**config.mk**
```make
export PLATFORM = sky130hd
export DESIGN_NAME = sdram_port_arbiter
export DESIGN_NICKNAME = d
export VERILOG_FILES = /design/src/rtl/sdram_port_arbiter.sv
export SDC_FILE = /design/constraint.sdc
export NUM_CORES = 1
export LEC_CHECK = 0
export CAP_MARGIN = 20
export CORE_UTILIZATION = 39
export DETAILED_ROUTE_END_ITERATION = 6
export PLACE_DENSITY_LB_ADDON = 0.25
export SLEW_MARGIN = 20
export SYNTH_ARGS = -nofsm -noshare
export SYNTH_HDL_FRONTEND = slang
export SYNTH_SLANG_ARGS = --single-unit
```
**constraint.sdc**
```tcl
create_clock -name systemClock -period 1.8 [get_ports systemClock]
set_input_delay 0.18 -clock systemClock [delete_from_list [all_inputs] [get_ports systemClock]]
set_output_delay 0.18 -clock systemClock [all_outputs]
set_load 0.05 [all_outputs]
```
**src/rtl/sdram_port_arbiter.sv**
```systemverilog
// ---------------------------------------------------------------------------
// sdram_port_arbiter
//
// Arbitrates one SDRAM controller command port between three requesters
// (0 = CPU, 1 = camera DMA, 2 = display DMA). Requester 2 has strict
// priority; requesters 0 and 1 share the port round-robin. The winner's
// command is latched at grant time and held until the controller accepts
// it, then the arbiter waits for burst completion and pulses doneVec.
//
// Optional feature (macro STARVATION_GUARD_EN): saturating wait counters for
// requesters 0 and 1; a counter at or above MAX_WAIT lifts that requester
// above requester 2.
//
// Ports
//   systemClock            : clock, rising edge
//   nReset                 : synchronous active-low reset
//   reqVec[2:0]            : request per requester
//   addrVec                : start word address per requester (slice i)
//   rnwVec[2:0]            : 1 = read, 0 = write, per requester
//   burstVec               : burst length minus 1 per requester (slice i)
//   grantVec[2:0]          : one-hot current owner of the SDRAM port
//   doneVec[2:0]           : one-cycle completion pulse to the owner
//   memReq/memRnw/memAddr/memBurstLen : registered command to the controller
//   memAck                 : controller accepted the command
//   memDone                : controller finished the burst
// ---------------------------------------------------------------------------
module sdram_port_arbiter #(
    parameter int unsigned ADDR_WIDTH  = 24,
    parameter int unsigned BURST_WIDTH = 8,
    parameter int unsigned MAX_WAIT    = 64
) (
    input  logic                       systemClock,
    input  logic                       nReset,
    input  logic [2:0]                 reqVec,
    input  logic [3*ADDR_WIDTH-1:0]    addrVec,
    input  logic [2:0]                 rnwVec,
    input  logic [3*BURST_WIDTH-1:0]   burstVec,
    output logic [2:0]                 grantVec,
    output logic [2:0]                 doneVec,
    output logic                       memReq,
    output logic                       memRnw,
    output logic [ADDR_WIDTH-1:0]      memAddr,
    output logic [BURST_WIDTH-1:0]     memBurstLen,
    input  logic                       memAck,
    input  logic                       memDone
);

    typedef enum logic [1:0] {
        IDLE      = 2'd0,
        ISSUE     = 2'd1,
        WAIT_DONE = 2'd2
    } state_t;

    // The starvation limit must be a real, nonzero number of cycles.
    if (MAX_WAIT == 0) begin : g_max_wait_check
        $error("sdram_port_arbiter: MAX_WAIT must be at least 1");
    end

    state_t                  state_q, state_d;
    logic [2:0]              grant_q, grant_d;
    logic [2:0]              done_q, done_d;
    logic                    mem_req_q, mem_req_d;
    logic                    mem_rnw_q, mem_rnw_d;
    logic [ADDR_WIDTH-1:0]   mem_addr_q, mem_addr_d;
    logic [BURST_WIDTH-1:0]  mem_burst_q, mem_burst_d;
    logic                    rr_q, rr_d;       // 0: requester 0 favoured, 1: requester 1 favoured

    logic [2:0]              win_c;            // one-hot arbitration result
    logic [1:0]              expired_c;        // requester 0/1 has waited too long
    logic [ADDR_WIDTH-1:0]   sel_addr_c;
    logic                    sel_rnw_c;
    logic [BURST_WIDTH-1:0]  sel_burst_c;

`ifdef STARVATION_GUARD_EN
    localparam int unsigned WAIT_W = $clog2(MAX_WAIT + 1);

    logic [1:0][WAIT_W-1:0]  wait_q, wait_d;

    // Expiry only matters while the requester is still asking.
    always_comb begin
        expired_c = 2'b00;
        for (int i = 0; i < 2; i++) begin
            expired_c[i] = reqVec[i] && (wait_q[i] >= WAIT_W'(MAX_WAIT));
        end
    end

    // Saturating wait counters: count while requesting and not owning, clear on grant.
    always_comb begin
        wait_d = wait_q;
        for (int i = 0; i < 2; i++) begin
            if (grant_d[i]) begin
                wait_d[i] = '0;
            end else if (reqVec[i] && !grant_q[i] && (wait_q[i] < WAIT_W'(MAX_WAIT))) begin
                wait_d[i] = wait_q[i] + WAIT_W'(1);
            end
        end
    end

    always_ff @(posedge systemClock) begin
        if (!nReset) begin
            wait_q <= '0;
        end else begin
            wait_q <= wait_d;
        end
    end
`else
    assign expired_c = 2'b00;
`endif

    // Winner selection: expired low-priority requesters, then 2, then round-robin 0/1.
    always_comb begin
        win_c = 3'b000;
        if (expired_c[0] && expired_c[1]) begin
            win_c = rr_q ? 3'b010 : 3'b001;
        end else if (expired_c[0]) begin
            win_c = 3'b001;
        end else if (expired_c[1]) begin
            win_c = 3'b010;
        end else if (reqVec[2]) begin
            win_c = 3'b100;
        end else if (reqVec[0] && reqVec[1]) begin
            win_c = rr_q ? 3'b010 : 3'b001;
        end else if (reqVec[0]) begin
            win_c = 3'b001;
        end else if (reqVec[1]) begin
            win_c = 3'b010;
        end
    end

    // Command fields of the winner.
    always_comb begin
        sel_addr_c  = addrVec[0 +: ADDR_WIDTH];
        sel_rnw_c   = rnwVec[0];
        sel_burst_c = burstVec[0 +: BURST_WIDTH];
        if (win_c[2]) begin
            sel_addr_c  = addrVec[2*ADDR_WIDTH +: ADDR_WIDTH];
            sel_rnw_c   = rnwVec[2];
            sel_burst_c = burstVec[2*BURST_WIDTH +: BURST_WIDTH];
        end else if (win_c[1]) begin
            sel_addr_c  = addrVec[ADDR_WIDTH +: ADDR_WIDTH];
            sel_rnw_c   = rnwVec[1];
            sel_burst_c = burstVec[BURST_WIDTH +: BURST_WIDTH];
        end
    end

    // Next-state and registered-output logic.
    always_comb begin
        state_d     = state_q;
        grant_d     = grant_q;
        done_d      = 3'b000;
        mem_req_d   = mem_req_q;
        mem_rnw_d   = mem_rnw_q;
        mem_addr_d  = mem_addr_q;
        mem_burst_d = mem_burst_q;
        rr_d        = rr_q;

        unique case (state_q)
            IDLE: begin
                // memDone and memAck are ignored here.
                if (win_c != 3'b000) begin
                    state_d     = ISSUE;
                    grant_d     = win_c;
                    mem_req_d   = 1'b1;
                    mem_rnw_d   = sel_rnw_c;
                    mem_addr_d  = sel_addr_c;
                    mem_burst_d = sel_burst_c;
                    // Pointer moves to the other low-priority requester only when one of them wins.
                    if (win_c[0]) begin
                        rr_d = 1'b1;
                    end else if (win_c[1]) begin
                        rr_d = 1'b0;
                    end
                end
            end
            ISSUE: begin
                if (memAck) begin
                    mem_req_d = 1'b0;
                    // Ack and completion in the same cycle finish the transfer outright.
                    if (memDone) begin
                        done_d  = grant_q;
                        grant_d = 3'b000;
                        state_d = IDLE;
                    end else begin
                        state_d = WAIT_DONE;
                    end
                end
            end
            WAIT_DONE: begin
                if (memDone) begin
                    done_d  = grant_q;
                    grant_d = 3'b000;
                    state_d = IDLE;
                end
            end
            default: begin
                state_d   = IDLE;
                grant_d   = 3'b000;
                mem_req_d = 1'b0;
            end
        endcase
    end

    always_ff @(posedge systemClock) begin
        if (!nReset) begin
            state_q     <= IDLE;
            grant_q     <= 3'b000;
            done_q      <= 3'b000;
            mem_req_q   <= 1'b0;
            mem_rnw_q   <= 1'b1;
            mem_addr_q  <= '0;
            mem_burst_q <= '0;
            rr_q        <= 1'b0;
        end else begin
            state_q     <= state_d;
            grant_q     <= grant_d;
            done_q      <= done_d;
            mem_req_q   <= mem_req_d;
            mem_rnw_q   <= mem_rnw_d;
            mem_addr_q  <= mem_addr_d;
            mem_burst_q <= mem_burst_d;
            rr_q        <= rr_d;
        end
    end

    assign grantVec    = grant_q;
    assign doneVec     = done_q;
    assign memReq      = mem_req_q;
    assign memRnw      = mem_rnw_q;
    assign memAddr     = mem_addr_q;
    assign memBurstLen = mem_burst_q;

endmodule

```
==> metrics.csv, run 1 <==
stage;metric;value;unit
sta;final hold viol count;0;
routing;WL final;8880;um
worst_setup_path;R2R Path Start;state_q[0]$_SDFFE_PN0P_;
clocking;Num CTS Buffers;5;
power;Power Density;832;nW/um^2
worst_setup_path;reg-to-reg setup timing slack;120;ps
worst_setup_path;Critical Path RT;2020;ps
floorplanning;Die Area;6930;um^2
sta;clock skew;7.79;ps
layout;final std cells w/o fill;502;
sta;fin crit share;0.935;
yosys;Gate Count Post-Synth;296;
routing;initial drt markers;302;
clocking;CTS tree;built;
yosys;sequential-to-total area share from yosys stat;0.334;
global_route;vias in the first global route;2929;
layout;layout cell share with drive strength beyond 1;0.0753;
layout;Multi-input gate area;1520;um^2
sta;final slew viol count;0;
sta;clock period minus worst slack;1680;ps
yosys;library cells used by synthesis;31;
layout;FF/Latch Area;861;um^2
clocking;clk buf depth;2;
global_route;largest net degree at the start of global routing;54;
clocking;# clock sinks;43;
routing;vias per inst;5.98;
routing;Routed WL per cell;17.7;um
power;static leakage;1.36;nW
layout;n_diodes;0;
worst_setup_path;crit path to;grantVec[2]$_SDFFE_PN0P_;
sta;Max-slew headroom;0.627;
yosys;Post-Syn Nets;405;
power;Peak VDD IR;0.445;mV
floorplanning;Die Y;83.2;um
routing;via count of the routed design;3002;
clocking;CTS clk-pin slew, worst paths;80;ps
yosys;number of synthesized register bits;43;
placed_design;RD Place Congestion;0.812;
placed_design;hpwl dp;6030;um
clocking;clock root buffer master;clkbuf_8;
placed_design;port bufs;145;
worst_setup_path;Crit. End Element;flop;
floorplanning;Starting Density;0.405;
routing;TritonRoute pass-1 iters;4;
job;Max Cap Viol;0;
worst_setup_path;CP startpoint kind;flop;
global_route;All-Layer GR Usage;0.252;
worst_setup_path;CP Class;flop to flop;
sta;final hold slack;355;ps
clocking;htree depth;2;
sta;fmax;0.594;GHz
worst_setup_path;Critical Path Start;state_q[0]$_SDFFE_PN0P_;
worst_hold_path;Hold Crit Class;input port to flop;
worst_setup_path;CP arrival;1910;ps
worst_setup_path;cells on worst reg2reg path;6;
floorplanning;core area;6350;um^2
layout;Area Overhead vs Synth;61.7;%
layout;Final #Nets;533;
clocking;clock insertion delay at the later pin of the skew report;300;ps
global_route;first-pass GRT wire length;14400;um
placed_design;cell total after placement;494;
routing;Post-route DRC;0;
outcome;status;completed;
yosys;Yosys Warn Count;0;
yosys;Synth Area per Inst;8.69;um^2
floorplanning;number of placement rows;29;
floorplanning;num ports;146;
floorplanning;chip width;83.2;um
routing;antenna viol nets, final;0;
global_route;initial antenna violation count;0;
worst_setup_path;critical-path maximum fanout;6;
clocking;setup bufs post-CTS;0;
layout;fillers;544;
sta;Worst Tran Pin Value;560;ps
yosys;cell area after synthesis;2570;um^2
worst_setup_path;R2R Path End;grantVec[2]$_SDFFE_PN0P_;
sta;Setup-failing EPs final;0;
global_route;GRT overflow;0;
==> cells by family (layout without fill, tap and decap cells) <==
| family | count (synthesis) | in the layout | synth area share |
|---|---|---|---|
| flip-flops | 43 | 43 | 0.334 |
| buffers and inverters | 45 | 174 | 0.0826 |
| AO/OA/AOI/OAI | 106 | 106 | 0.312 |
| adder cells (fa/ha/maj) | 3 | 3 | 0.0146 |
| AND/OR/NAND/NOR | 95 | 95 | 0.241 |
| multiplexers | 4 | 4 | 0.0156 |
==> repair_timing <==
action                     CTS  global route
hold buffers                 0             0
setup endpoints to repair    3             6
pin swaps                    0             0
resized for setup            2             1
==> per-stage QoR <==
step                cell area [um^2]  setup WS [ps]   util  TNS [ps]  power (W)
global route                    4160          -1.79  0.656     -1.79    0.00363
detailed placement              4060          -85.2  0.640     -1320    0.00287
CTS                             4160           2.03  0.655         0    0.00347
floorplan                       2570            288      -         0    0.00219
global placement                4060           27.3  0.640         0    0.00284
finish                          4160            116  0.656         0    0.00346
==> critical path: stages, from the launching register on <==
cell and delay (ps):
dfxtp_1 380, inv_1 80, ha_1 240, buf_4 180, nor4b_2 180, nor3_2 330, mux2i_1 230
==> worst min path at each step <==
stage,from,end,cells after the start
2_1_floorplan,reqVec[0],grantVec[0]$_SDFFE_PN0P_,2
3_5_place_dp,memReq$_SDFFE_PN0P_,memReq$_SDFFE_PN0P_,2
6_report,nReset,grantVec[0]$_SDFFE_PN0P_,4
4_1_cts,nReset,grantVec[0]$_SDFFE_PN0P_,4
3_3_place_gp,memAddr[8]$_SDFFE_PN0P_,memAddr[8]$_SDFFE_PN0P_,2
5_1_grt,nReset,rr_q$_SDFFE_PN0P_,3
==> synth_stat cells <==
cell	number	area [um^2]
dfxtp_1	43	861
nand2_1	8	30.0
nand4_1	2	12.5
clkbuf_1	20	75.1
nor2_1	1	3.75
buf_1	1	3.75
buf_4	7	52.6
o211ai_1	32	240
o31a_2	1	10.0
and2_1	3	18.8
nor4b_1	34	298
a21oi_1	1	5.00
mux2i_1	4	40.0
o31ai_1	33	248
nand2b_1	1	6.26
o31ai_4	1	21.3
o21ai_0	2	10.0
ha_1	3	37.5
or3_1	1	6.26
or4b_1	1	10.0
buf_2	14	70.1
a21boi_0	1	7.51
nand3_1	34	170
nor2b_1	5	31.3
inv_1	3	11.3
a211oi_1	33	248
o22ai_1	1	6.26
and2b_1	1	7.51
nand3b_1	2	15.0
a22oi_1	1	7.51
nor3_1	2	10.0
==> where the power goes <==
part	leakage [nW]	switching (W)	internal (W)
Combinational	0.967	0.00100	0.000681
Sequential	0.356	0.0000775	0.00110
Clock	0.0422	0.000331	0.000273
Total	1.36	0.00141	0.00205
==> flip-flops by register name, indices dropped and copies added, names as in the netlist <==
| name | cells |
|---|---|
| memReq | 1 |
| rr_q | 1 |
| memBurstLen | 8 |
| grantVec | 3 |
| memRnw | 1 |
| doneVec | 3 |
| state_q | 2 |
| memAddr | 24 |
==> layer usage <==
layer | part of all wire | wire [um] | track usage | up-vias
li1 | - | - | - | 1431
met1 | 0.42 | 3700 | 0.311 | 1427
met2 | 0.49 | 4360 | 0.427 | 133
met3 | 0.075 | 668 | 0.0596 | 11
met4 | 0.016 | 144 | 0.0878 | 0
met5 | 0 | 0 | 0 | -
==> area by class of cell <==
cell class,instances,share of cell area
repair buffers,163,0.383
multi-input cells,208,0.365
flip-flops and latches,43,0.207
well taps,77,0.0231
clock buffers,7,0.0183
inverters,3,0.00271
clock inverters,1,0.00120
==> layout by cell type (no fill, tap or decap), types with 4 or more instances in the layout <==
cell / Yosys / layout
nor2b_1: 5 / 5
a211oi_1: 33 / 33
mux2i_1: 4 / 4
clkdlybuf4s50_1: 0 / 141
o211ai_1: 32 / 32
dfxtp_1: 43 / 43
clkbuf_8: 0 / 5
nand2_1: 8 / 8
buf_4: 7 / 17
nor4b_1: 34 / 33
nand3_1: 34 / 34
o31ai_1: 33 / 33
No activity file was read; power rests on OpenSTA's default activity.
==> run 2: changes to the inputs <==
GPL_TIMING_DRIVEN = 0   (was not set)
PLACE_DENSITY = 0.82   (was not set)
PLACE_DENSITY_LB_ADDON = not set   (was 0.25)
SETUP_SLACK_MARGIN = 0.15   (was not set)
==> run 2 against run 1 <==
  * Sequential share of layout area is 0.45 points lower
  * Wire length up 5.2%
  * Register-to-register slack better by 130 ps
  * Sequential power barely moved
  * Maximum frequency increased by 2.5%
  * Critical path depth down 5
  * Combinational power about the same
  * Cell area grew 2.2%
  * Clock power decreased by 3%
  * Cell count is 3.8% higher
  * Die area stayed put
  * First-iteration DRC count is 50% lower
  * Critical path type is now flop to output pin
  * Largest power group unchanged
==> metrics.csv, run 2 (synthesis results as in run 1) <==
stage;metric;value;unit
global_route;initial antenna violation count;0;
layout;fillers;521;
worst_setup_path;Top delay family on crit path;buffers and inverters;
sta;final hold slack;301;ps
sta;final hold viol count;0;
floorplanning;core area;6350;um^2
routing;TritonRoute pass-1 iters;7;
placed_design;pre-CTS setup slack;-115;ps
power;Peak VDD IR;0.416;mV
global_route;largest net degree at the start of global routing;12;
routing;initial drt markers;150;
clocking;CTS tree;built;
job;Max Cap Viol;0;
worst_setup_path;crit-path max cell delay;810;ps
global_route;All-Layer GR Usage;0.263;
floorplanning;Die Y;83.2;um
outcome;status;completed;
routing;Post-route DRC;0;
clocking;# clock sinks;43;
clocking;clock insertion delay at the later pin of the skew report;290;ps
routing;via count of the routed design;3169;
global_route;vias in the first global route;3016;
floorplanning;chip width;83.2;um
placed_design;hpwl dp;7080;um
routing;vias per inst;6.08;
routing;WL final;9350;um
sta;Worst Tran Pin Value;551;ps
placed_design;cell total after placement;515;
sta;clock skew;7.30;ps
layout;most frequent cells in the layout;122 x clkdlybuf4s50_1, 43 x dfxtp_1, 34 x nand3_1;
clocking;htree depth;2;
floorplanning;number of placement rows;29;
placed_design;RD Place Congestion;0.818;
worst_setup_path;slowest stage cell on the critical path;clkdlybuf4s50_1;
clocking;clk buf depth;2;
floorplanning;Starting Density;0.405;
worst_setup_path;Worst Path Buf+Inv;1;
layout;Final #Nets;554;
sta;Setup-failing EPs final;0;
worst_setup_path;CP Class;flop to output pin;
power;Power Density;814;nW/um^2
clocking;CTS clk-pin slew, worst paths;80;ps
clocking;Num CTS Buffers;5;
global_route;first-pass GRT wire length;14800;um
worst_setup_path;Cell Chain, Critical Path;clkdlybuf4s50_1;
worst_setup_path;critical-path maximum fanout;2;
clocking;clock root buffer master;clkbuf_8;
layout;Area Overhead vs Synth;65.3;%
sta;fin crit share;0.913;
sta;clock period minus worst slack;1640;ps
power;static leakage;1.64;nW
routing;antenna viol nets, final;0;
placed_design;port bufs;142;
sta;final setup margin;157;ps
worst_setup_path;Crit. End Element;output pin;
worst_setup_path;CP arrival;1460;ps
sta;unrepaired setup endpoints after global routing;true;
layout;final std cells w/o fill;521;
worst_setup_path;Critical Path RT;1620;ps
layout;n_diodes;0;
global_route;GRT overflow;0;
floorplanning;Die Area;6930;um^2
routing;Routed WL per cell;17.9;um
worst_hold_path;Hold Crit Class;input port to flop;
clocking;# hold bufs at CTS;0;
sta;Max-slew headroom;0.633;
layout;commonest non-fill, non-tap cell in the layout;clkdlybuf4s50_1;
floorplanning;num ports;146;
worst_setup_path;CP startpoint kind;flop;
layout;layout cell share with drive strength beyond 1;0.0766;
sta;final slew viol count;0;
clocking;setup bufs post-CTS;0;
layout;Largest register FFs;24;
sta;fmax;0.609;GHz
## run 2: power by group
part / internal, W / switching (W)
registers: 0.00110 / 0.0000812
clock network: 0.000260 / 0.000326
logic: 0.000683 / 0.00101
## run 2: area by class of cell
| cell class | instances | area (um^2) | share of cell area |
|---|---|---|---|
| timing repair buffer | 142 | 1460 | 0.343 |
| multi-input combinational | 208 | 1540 | 0.363 |
| tap | 77 | 96.3 | 0.0226 |
| sequential | 43 | 861 | 0.202 |
| inverter | 3 | 11.3 | 0.00265 |
| buffer | 42 | 211 | 0.0497 |
| clock buffer | 6 | 72.6 | 0.0171 |
## run 2: routing by layer
layer,track usage,share of wire,vias to the layer above
met5,0,0,-
met4,0.0987,0.021,0
met3,0.0437,0.085,21
met2,0.432,0.48,197
met1,0.344,0.41,1476
li1,-,-,1475
## run 2: repair_timing
item / 4_1_cts / 5_1_grt
gates resized for setup: 6 / 29
setup endpoints to repair: 37 / 48
pin swaps: 0 / 1
## run 2: per-stage QoR
stage	total power [W]	area (um^2)	setup TNS, ps	util
finish	0.00346	4260	0	0.670
global route	0.00360	4260	0	0.670
CTS	0.00343	4170	0	0.657
detailed placement	0.00286	4090	-1800	0.644
global placement	0.00284	4090	-1420	0.644
floorplan	0.00219	2570	0	-
## run 2: path summary, 6_finish.rpt
check / from / slack [ps] / cells past startpoint / endpoint
setup reg to reg: state_q[0]$_SDFFE_PN0P_ / 250 / 5 / memReq$_SDFFE_PN0P_
setup / recovery: memAddr[2]$_SDFFE_PN0P_ / 160 / 1 / memAddr[2]
hold / removal: nReset / 300 / 3 / state_q[0]$_SDFFE_PN0P_
hold reg to reg: memAddr[5]$_SDFFE_PN0P_ / 470 / 2 / memAddr[5]$_SDFFE_PN0P_
==> run 3: changes to the inputs <==
RECOVER_POWER = 100   (was not set)
SETUP_SLACK_MARGIN = not set   (was 0.15)
==> run 3 against run 2 <==
  * First-iteration DRC count down 5.3%
  * Total power fell by 2.2%
  * Maximum frequency decreased by 4.6%
  * Clock-buffer cell count stayed put
  * Via count about the same
  * Clock skew up 1.6 ps
  * Register-to-register slack lost 130 ps
  * Combinational power decreased by 5%
  * Die area unchanged
  * Non-clock buffer count is the same
  * Critical path depth unchanged
  * Clock power barely moved
==> metrics.csv, run 3 (synthesis results as in run 1) <==
stage;metric;value;unit
placed_design;port bufs;142;
layout;Area Overhead vs Synth;62.5;%
sta;Max-slew headroom;0.628;
worst_setup_path;slowest stage cell on the critical path;dlygate4sd3_1;
sta;Setup-failing EPs final;0;
sta;fin crit share;0.957;
global_route;All-Layer GR Usage;0.262;
routing;TritonRoute pass-1 iters;4;
layout;most frequent cells in the layout;102 x clkdlybuf4s50_1, 43 x dfxtp_1, 40 x dlygate4sd3_1;
floorplanning;Die Area;6930;um^2
routing;vias per inst;6.08;
worst_setup_path;Top delay family on crit path;buffers and inverters;
floorplanning;Starting Density;0.405;
sta;final hold viol count;0;
layout;layout cell share with drive strength beyond 1;0.0721;
worst_setup_path;Cell Chain, Critical Path;dlygate4sd3_1;
placed_design;cell total after placement;515;
layout;n_diodes;0;
power;static leakage;1.45;nW
routing;via count of the routed design;3166;
power;Peak VDD IR;0.413;mV
worst_setup_path;Worst Path Buf+Inv;1;
placed_design;RD Place Congestion;0.818;
global_route;initial antenna violation count;0;
floorplanning;chip width;83.2;um
clocking;clock insertion delay at the later pin of the skew report;290;ps
sta;Worst Tran Pin Value;557;ps
clocking;htree depth;2;
floorplanning;Die Y;83.2;um
clocking;CTS clk-pin slew, worst paths;80;ps
layout;final std cells w/o fill;521;
routing;Post-route DRC;0;
worst_setup_path;Crit. End Element;output pin;
clocking;# clock sinks;43;
clocking;clk buf depth;2;
worst_setup_path;reg-to-reg setup timing slack;120;ps
worst_setup_path;CP startpoint kind;flop;
floorplanning;core area;6350;um^2
worst_setup_path;crit-path max cell delay;890;ps
clocking;Num CTS Buffers;5;
sta;final slew viol count;0;
job;Max Cap Viol;0;
global_route;largest net degree at the start of global routing;12;
layout;Final #Nets;554;
routing;WL final;9300;um
floorplanning;num ports;146;
worst_setup_path;CP arrival;1540;ps
clocking;CTS tree;built;
sta;unrepaired setup endpoints after global routing;false;
sta;final hold slack;300;ps
placed_design;hpwl dp;7080;um
worst_hold_path;Hold Crit Class;input port to flop;
worst_setup_path;Critical Path RT;1620;ps
worst_setup_path;CP Class;flop to output pin;
layout;fillers;538;
sta;clock skew;8.93;ps
global_route;first-pass GRT wire length;14800;um
placed_design;pre-CTS setup slack;-115;ps
sta;final setup margin;77.7;ps
power;Power Density;810;nW/um^2
worst_setup_path;critical-path maximum fanout;3;
sta;clock period minus worst slack;1720;ps
global_route;vias in the first global route;3012;
clocking;clock root buffer master;clkbuf_8;
layout;Largest register FFs;24;
floorplanning;number of placement rows;29;
sta;fmax;0.581;GHz
global_route;GRT overflow;0;
outcome;status;completed;
routing;initial drt markers;142;
routing;Routed WL per cell;17.8;um
layout;commonest non-fill, non-tap cell in the layout;clkdlybuf4s50_1;
routing;antenna viol nets, final;0;
[run 3: repair_timing]
| item | CTS | global route |
|---|---|---|
| gates resized for setup | 1 | 3 |
| endpoints found under the hold margin | 0 | 0 |
| hold buffers | 0 | 0 |
| setup endpoints to repair | 3 | 34 |
| buffers inserted | 0 | 0 |
[run 3: layout make-up]
cell class	count	area, um^2	share of cell area
buffer	42	201	0.0482
multi-input combinational	208	1520	0.363
tap	77	96.3	0.0230
clock buffer	6	72.6	0.0173
inverter	3	11.3	0.00269
sequential	43	861	0.206
timing repair buffer	142	1420	0.340
[run 3: report_power, final]
part	leakage, nW	switching [W]	internal, W	total, W
sequential	0.356	0.0000766	0.00110	0.00118
clock	0.0371	0.000326	0.000260	0.000586
combinational	1.06	0.00101	0.000619	0.00162
[run 3: routing by layer]
layer,global-route usage,part of all wire,vias to the layer above
met5,0,0,-
met4,0.0987,0.018,0
met3,0.0437,0.077,12
met2,0.431,0.48,187
met1,0.343,0.42,1497
li1,-,-,1470
[run 3: tightest hold or removal path, delay by kind of cell]
family / cells / cell delay [ps]
AND/OR/NAND/NOR: 1 / 160
buffers and inverters: 1 / 140
AO/OA/AOI/OAI: 1 / 60
[run 3: through the flow]
stage	setup TNS (ps)	power (W)	util	area (um^2)
floorplan	0	0.00219	-	2570
global placement	-1420	0.00284	0.644	4090
detailed placement	-1800	0.00286	0.644	4090
CTS	0	0.00343	0.657	4170
global route	0	0.00352	0.659	4180
finish	0	0.00339	0.659	4180
[run 3: worst paths after layout]
check	from	endpoint	cells after the start
worst max-delay path	grantVec[0]$_SDFFE_PN0P_	grantVec[0]	1
worst min-delay path	nReset	state_q[0]$_SDFFE_PN0P_	3
worst max register to register	state_q[0]$_SDFFE_PN0P_	memAddr[2]$_SDFFE_PN0P_	6
worst min register to register	memReq$_SDFFE_PN0P_	memReq$_SDFFE_PN0P_	2
